--- src/rtl/rca_seq_ctrl.sv ---
// Nibble-serial adder sequencer: one shared 4-bit ripple-carry adder computes a WIDTH-bit
// sum over WIDTH/4 clocks, LSB nibble first, with the inter-nibble carry held in a flop.
module rca_seq_ctrl #(
    parameter int unsigned WIDTH = 16
) (
    input  logic             clk,
    input  logic             reset,
    input  logic             start,
    input  logic [WIDTH-1:0] a,
    input  logic [WIDTH-1:0] b,
    input  logic             cin,
    output logic             busy,
    output logic             done,
    output logic [WIDTH-1:0] sum,
    output logic             cout
);

    localparam int unsigned NIB  = WIDTH / 4;
    localparam int unsigned IdxW = (NIB > 1) ? $clog2(NIB) : 1;
    localparam logic [IdxW-1:0] LastIdx = IdxW'(NIB - 1);

    typedef enum logic [1:0] {
        StIdle = 2'd0,
        StRun  = 2'd1,
        StDone = 2'd2
    } state_e;

    state_e           state_q,   state_d;
    logic [IdxW-1:0]  idx_q,     idx_d;
    logic             carry_q,   carry_d;
    logic [WIDTH-1:0] a_q,       a_d;
    logic [WIDTH-1:0] b_q,       b_d;
    logic [WIDTH-1:0] partial_q, partial_d;
    logic [WIDTH-1:0] sum_q,     sum_d;
    logic             cout_q,    cout_d;

    logic [3:0] rca_a;
    logic [3:0] rca_b;
    logic [3:0] rca_s;
    logic       rca_co;
    logic       rca_c;

    // Shared 4-bit ripple-carry adder fed by the current nibble and the registered carry.
    always_comb begin
        rca_a = a_q[4*idx_q +: 4];
        rca_b = b_q[4*idx_q +: 4];
        rca_s = 4'b0;
        rca_c = carry_q;
        for (int i = 0; i < 4; i++) begin
            rca_s[i] = rca_a[i] ^ rca_b[i] ^ rca_c;
            rca_c    = (rca_a[i] & rca_b[i]) | (rca_c & (rca_a[i] ^ rca_b[i]));
        end
        rca_co = rca_c;
    end

    // Next-state logic: accept in idle, one nibble per run cycle, single done cycle.
    always_comb begin
        state_d   = state_q;
        idx_d     = idx_q;
        carry_d   = carry_q;
        a_d       = a_q;
        b_d       = b_q;
        partial_d = partial_q;
        sum_d     = sum_q;
        cout_d    = cout_q;
        unique case (state_q)
            StIdle: begin
                if (start) begin
                    a_d       = a;
                    b_d       = b;
                    carry_d   = cin;
                    idx_d     = '0;
                    partial_d = '0;
                    state_d   = StRun;
                end
            end
            StRun: begin
                partial_d[4*idx_q +: 4] = rca_s;
                carry_d                 = rca_co;
                if (idx_q == LastIdx) begin
                    // Result registers see only the fully assembled sum.
                    sum_d   = partial_d;
                    cout_d  = rca_co;
                    idx_d   = '0;
                    state_d = StDone;
                end else begin
                    idx_d = idx_q + 1'b1;
                end
            end
            StDone: begin
                state_d = StIdle;
            end
            default: begin
                state_d = StIdle;
            end
        endcase
    end

    // State register with synchronous active-high reset.
    always_ff @(posedge clk) begin
        if (reset) begin
            state_q   <= StIdle;
            idx_q     <= '0;
            carry_q   <= 1'b0;
            a_q       <= '0;
            b_q       <= '0;
            partial_q <= '0;
            sum_q     <= '0;
            cout_q    <= 1'b0;
        end else begin
            state_q   <= state_d;
            idx_q     <= idx_d;
            carry_q   <= carry_d;
            a_q       <= a_d;
            b_q       <= b_d;
            partial_q <= partial_d;
            sum_q     <= sum_d;
            cout_q    <= cout_d;
        end
    end

    // Status and result outputs decode straight from registers.
    always_comb begin
        busy = (state_q != StIdle);
        done = (state_q == StDone);
        sum  = sum_q;
        cout = cout_q;
    end

endmodule

--- config.mk ---
export PLATFORM = sky130hd
export DESIGN_NAME = rca_seq_ctrl
export DESIGN_NICKNAME = d
export VERILOG_FILES = /design/src/rtl/rca_seq_ctrl.sv
export SDC_FILE = /design/constraint.sdc
export NUM_CORES = 1
export LEC_CHECK = 0
export ABC_CLOCK_PERIOD_IN_PS = 4840
export BUFFER_PORTS_ARGS = -buffer_cell sky130_fd_sc_hd__buf_4
export CORE_MARGIN = 3
export CORE_UTILIZATION = 60
export DETAILED_ROUTE_END_ITERATION = 10
export GPL_TIMING_DRIVEN = 1
export PLACE_DENSITY = 0.9
export SKIP_CTS_REPAIR_TIMING = 1
export SYNTH_ARGS = -nofsm -noshare
export SYNTH_HDL_FRONTEND = slang
export SYNTH_SLANG_ARGS = --single-unit
export TNS_END_PERCENT = 30
--- constraint.sdc ---
create_clock -name clk -period 4.84 [get_ports clk]
set_clock_uncertainty 0.05 [all_clocks]
set_input_delay 0.968 -clock clk [delete_from_list [all_inputs] [get_ports clk]]
set_output_delay 0.968 -clock clk [all_outputs]
set_load 0.02 [all_outputs]
Word level (Yosys, flattened, before mapping)
Cells that the tools add are included. W data, S select, Z words.

Add/sub/neg operators: 2. Equality and inequality tests: 5. Shift operators: 4. Mux-type cells: 11. Bitwise gates (word level): 20. Reduce and logical (&&, ||, !) cells: 7.

Operator list (number): $neg A4 Y34 (1); $shift A4 B34 Y16 const A (1); $shiftx A4 B34 Y16 (1); $pmux W16 S2 (1); $shiftx A16 B5 Y4 (2); $bwmux W16 (1); $mux W16 (1); $and A1 B1 Y1 (8); $mux W2 (4); $pmux W2 S2 (2); $reduce_and A2 Y1 (4); $xor A1 B1 Y1 (8); $eq A2 B2 Y1 const B (2); $ne A2 B2 Y1 const B (2); $or A1 B1 Y1 (4); $reduce_bool A2 Y1 (2); $add A2 B1 Y2 const B (1); $eq A2 B1 Y1 const B (1); $logic_not A2 Y1 (1); $pmux W1 S2 (1); $mux W1 (1).

Register bits after elaboration: 70. Logic and storage cells: 57.

Longest topological paths before layout
Depth after elaboration: 12. Depth in mapped cells: 12. Gate-level depth less buffers: 11.

Worst setup path before layout
Ideal clock, no wire load.

Kind: flip-flop to flip-flop. Start point: reg idx_q[0]. End point: reg partial_q[3]. Arrival: 2.949 ns. Data required time: 4.673 ns. Setup slack: 1.724 ns. Stages on the path, launching flop included: 13. Path buffers: 1. Path through: dfxtp_1 -> buf_4 -> mux4_2 -> inv_1 -> fa_1 -> inv_1 -> fa_1 -> inv_1 -> fa_1 -> inv_1 -> fa_1 -> and2_1 -> a22o_1.

Word-level cells in the longest chain between the ends: 12. Elaborated cells between the ends (all ways): 24.

Ends and longest elaborated chain: start: declaration (line 29) `logic [IdxW-1:0] idx_q, idx_d;`; start signal: assignment (line 112) `idx_q <= idx_d;`; $shiftx A16 B5 Y4 (on tied branches) (line 45, 46); $xor A1 B1 Y1 (line 50, 51); $and A1 B1 Y1 (line 51) `rca_c = (rca_a[i] & rca_b[i]) | (rca_c & (rca_a[i] ^ rca_b[i]));`; $or A1 B1 Y1 (line 51); $and A1 B1 Y1 (line 51); $or A1 B1 Y1 (line 51); $and A1 B1 Y1 (line 51); $or A1 B1 Y1 (line 51); $xor A1 B1 Y1 (line 50) `rca_s[i] = rca_a[i] ^ rca_b[i] ^ rca_c;`; $shiftx A4 B34 Y16 (line 78) `partial_d[4*idx_q +: 4] = rca_s;`; $bwmux W16 (*) (line 78); $pmux W16 S2 (*) (line 66) `unique case (state_q)`; end signal: assignment (line 116) `partial_q <= partial_d;`; end: declaration (line 33) `logic [WIDTH-1:0] partial_q, partial_d;`.

Mark *: on every way between the ends. The rest lies on a longest branch, timed or not. A chain may end at the register's enable or synchronous reset.

Worst setup path after layout
Start point: reg idx_q[0]. End point: reg sum_q[7] (netlist: sum[7]).

Word-level cells in the longest chain between the ends: 11. Elaborated cells between the ends (all ways): 25.

Ends and longest elaborated chain: $shiftx A16 B5 Y4 (on tied branches) (line 45, 46); $xor A1 B1 Y1 (line 50, 51); $and A1 B1 Y1 (line 51); $or A1 B1 Y1 (line 51); $and A1 B1 Y1 (line 51); $or A1 B1 Y1 (line 51); $and A1 B1 Y1 (line 51); $or A1 B1 Y1 (line 51); $xor A1 B1 Y1 (line 50); $shiftx A4 B34 Y16 (line 78); $bwmux W16 (line 78); end signal: assignment (line 117) `sum_q <= sum_d;`; end: declaration (line 34) `logic [WIDTH-1:0] sum_q, sum_d;`.

Several ways; a longest one is shown, not always the timed one.

==> flow_metrics.py <==
metrics = {
    "outcome": {
        "status": "completed",
    },
    "floorplan": {
        "die_w_um": 78.31,
        "num_rows": 25,
        "die_y_um": 78.31,
        "core_area_um2": 4880,
        "io_pins": 55,
        "die_area_um2": 6132,
        "start_util_pct": 64.28,
    },
    "setup_path": {
        "startpoint": "idx_q[0]",
        "worstPathRequired_ns": 5.00,
        "crit_path_end_kind": "register",
        "slowest_stage": "dfxtp_1",
        "worstPathArrival_ns": 3.69,
        "slowest_delay_ns": 0.86,
        "r2r_start": "idx_q[0]",
        "crit_fanout": 18,
        "crit_type": "reg2reg",
        "worstSetupStartpointType": "register",
        "crit_chain": "mux4_2 -> inv_1 -> fa_1 -> inv_1 -> fa_1 -> inv_1 -> fa_1 -> inv_1 -> fa_1 -> a221oi_1 -> nor3_1",
    },
    "placed_design": {
        "gp_congestion": 0.8585,
        "dp_cells": 426,
        "dpl_cell_area_um2": 3441,
        "dp_hpwl_mm": 4.514,
        "port_buffers": 54,
    },
    "layout": {
        "multi_input_area_um2": 1483,
        "drive_gt1_share_pct": 24.60,
        "final_cells": 441,
        "nets": 416,
        "diodes": 0,
        "fillers": 381,
        "stdcell_area_um2": 3659,
        "syn2layout_area_growth_pct": 16.63,
        "regArea_um2": 1401,
    },
    "global_route": {
        "grt_first_pass_wirelength_mm": 11.18,
        "grt_max_degree": 61,
        "grt_usage_pct": 23.05,
        "overflow": 0,
        "first_global_vias": 2450,
        "antenna_found_initial": 0,
    },
    "detailed_routing": {
        "drc": 0,
        "detail_route.vias_per_cell": 5.678,
        "drt_iter0_drc": 188,
        "drt_wl_total_mm": 6.725,
        "dr_total_vias": 2504,
        "ant_nets": 0,
        "wire_per_inst_um": 15.25,
        "firstDrtPassIters": 4,
    },
    "pwr": {
        "ir_drop_mv": 0.2382,
        "clockPowerShare_pct": 40.2,
        "sequentialPowerShare_pct": 49.1,
        "p_int_uw": 946.4,
        "netSwitchingFraction_pct": 24.10,
        "p_switching_uw": 300.5,
        "cellLeakagePower_nw": 1.516,
        "p_comb_share_pct": 10.6,
        "power.total_mw": 1.247,
        "p_per_area_nw_per_um2": 340.8,
    },
    "min_path": {
        "hold_path.class": "reg2reg",
        "hp-start": "a_q[10]",
    },
    "cts": {
        "cts-root-buf": "clkbuf_8",
        "cts_tree": "built",
        "clock-sinks": 70,
        "clock_latency_ns": 0.35,
        "path_clk_slew_ns": 0.07,
        "htreeDepth": 3,
        "cts_made_buffers": 9,
        "clk_path_buf_depth": 2,
    },
    "synthesis": {
        "synth_top_area_share_pct": 44.67,
        "synth_cell_types": 32,
        "synth_edf_count": 0,
        "syn-mean-instance-area_um2": 9.505,
        "synthCells": 330,
        "synth_ff_type": "dfxtp_1",
        "yosysTopAreaCell": "dfxtp_1",
        "syn-num-nets": 376,
        "ys_warn_count": 0,
        "synthArstFlopShare_pct": 0,
        "syn_area_um2": 3137,
        "ys_ff_latch": 70,
        "ys_seq_area_share_pct": 44.67,
        "ys_top_cells_by_area": "dfxtp_1 45%, nand2_1 7.4%, mux4_2 5.7%",
    },
    "timing": {
        "finalCritPeriodShare_pct": 72.93,
        "slew-limit-headroom_pct": 15.65,
        "worst_hold_slack_ns": 0.4070,
        "min_period_ns": 3.530,
        "fin_setup_tns_ns": 0,
        "rsz0062_at_grt": "false",
        "fmax_mhz": 283.3,
        "setup_viol_count_final": 0,
        "drv_slew": 0,
        "worst_slew_pin_slew_ns": 1.248,
        "hold_viol_final": 0,
    },
    "job": {
        "drv_cap": 0,
    },
}
## registers in the layout, indices dropped and copies added, names as in the netlist
signal,flops
sum,16
partial_q,16
a_q,16
cout,1
carry_q,1
idx_q,2
b_q,16
state_q,2
## through the flow
stage	setup WS [ns]	utilization, %
2_1_floorplan	1.724	-
3_3_place_gp	1.414	70.51
3_5_place_dp	1.316	70.51
4_1_cts	1.297	74.97
5_1_grt	1.003	74.97
6_report	1.310	74.97
## area by class of cell
cell class | count | share of cell area (%)
Clock buffer | 13 | 4.891
Clock inverter | 2 | 1.060
Inverter | 18 | 1.847
Multi-Input combinational cell | 217 | 40.53
Sequential cell | 70 | 38.30
Tap cell | 67 | 2.291
Timing Repair Buffer | 54 | 11.08
## power by group through the flow
stage / Combinational (mW) / Sequential, mW / Clock (mW)
5_1_grt: 0.145 / 0.615 / 0.533
3_3_place_gp: 0.126 / 0.625 / 0
2_1_floorplan: 0.102 / 0.616 / 0
6_report: 0.132 / 0.613 / 0.502
4_1_cts: 0.132 / 0.613 / 0.506
3_5_place_dp: 0.131 / 0.626 / 0
## critical path: cells and delay by family (launching register included)
kind | cells | cell delay [ns]
AO/OA/AOI/OAI | 1 | 0.33
multiplexers | 1 | 0.60
buffers and inverters | 4 | 0.27
adder cells (fa/ha/maj) | 4 | 1.20
flip-flops | 1 | 0.86
AND/OR/NAND/NOR | 1 | 0.08
## per-layer routing
metal / track usage [%] / routed length, µm / up-vias
met5: 0 / 0 / -
li1: - / - / 1229
met1: 27.21 / 2797 / 1162
met4: 12.24 / 148 / 0
met2: 39.13 / 3367 / 98
met3: 5.046 / 410 / 15
## cell usage after synthesis, types with 3 or more instances
cell      number
inv_1         18
buf_6         10
nor2_1        23
nand2_2        4
nor3_1        17
nor4bb_1       3
a21oi_1       33
a21oi_2        4
clkbuf_1       5
a221oi_1      17
mux2_2         4
fa_1           4
a22o_1        16
ha_1           6
mux4_2         8
dfxtp_1       70
nand2_1       62
buf_2          7
## kinds of logic after synthesis
family | synth area share (%)
flops | 44.67
compound gates | 16.39
buf+inv | 8.057
mux | 7.818
simple gates | 18.11
fa+ha+maj | 4.946
## path summary, 6_finish.rpt
check	end	slack, ns	cells after the start
setup / recovery	sum[7]	1.31	11
hold / removal	a_q[10]	0.41	2
setup reg to reg	sum[7]	1.31	11
hold reg to reg	a_q[10]	0.41	2
## cells in the final DEF (no fill, tap or decap), types with 3 or more instances in the layout
| master | netlist | layout |
|---|---|---|
| a22o_1 | 16 | 16 |
| a21oi_2 | 4 | 4 |
| buf_4 | 2 | 54 |
| a221oi_1 | 17 | 17 |
| nor2_1 | 23 | 23 |
| mux2_2 | 4 | 4 |
| mux4_2 | 8 | 8 |
| dfxtp_1 | 70 | 70 |
| nand2_2 | 4 | 4 |
| a21oi_1 | 33 | 33 |
| nor3_1 | 17 | 17 |
| inv_1 | 18 | 18 |
| fa_1 | 4 | 4 |
| clkbuf_8 | 0 | 13 |
| ha_1 | 6 | 6 |
| nor4bb_1 | 3 | 3 |
| nand2_1 | 62 | 62 |
No activity file was read; power rests on OpenSTA's default activity.
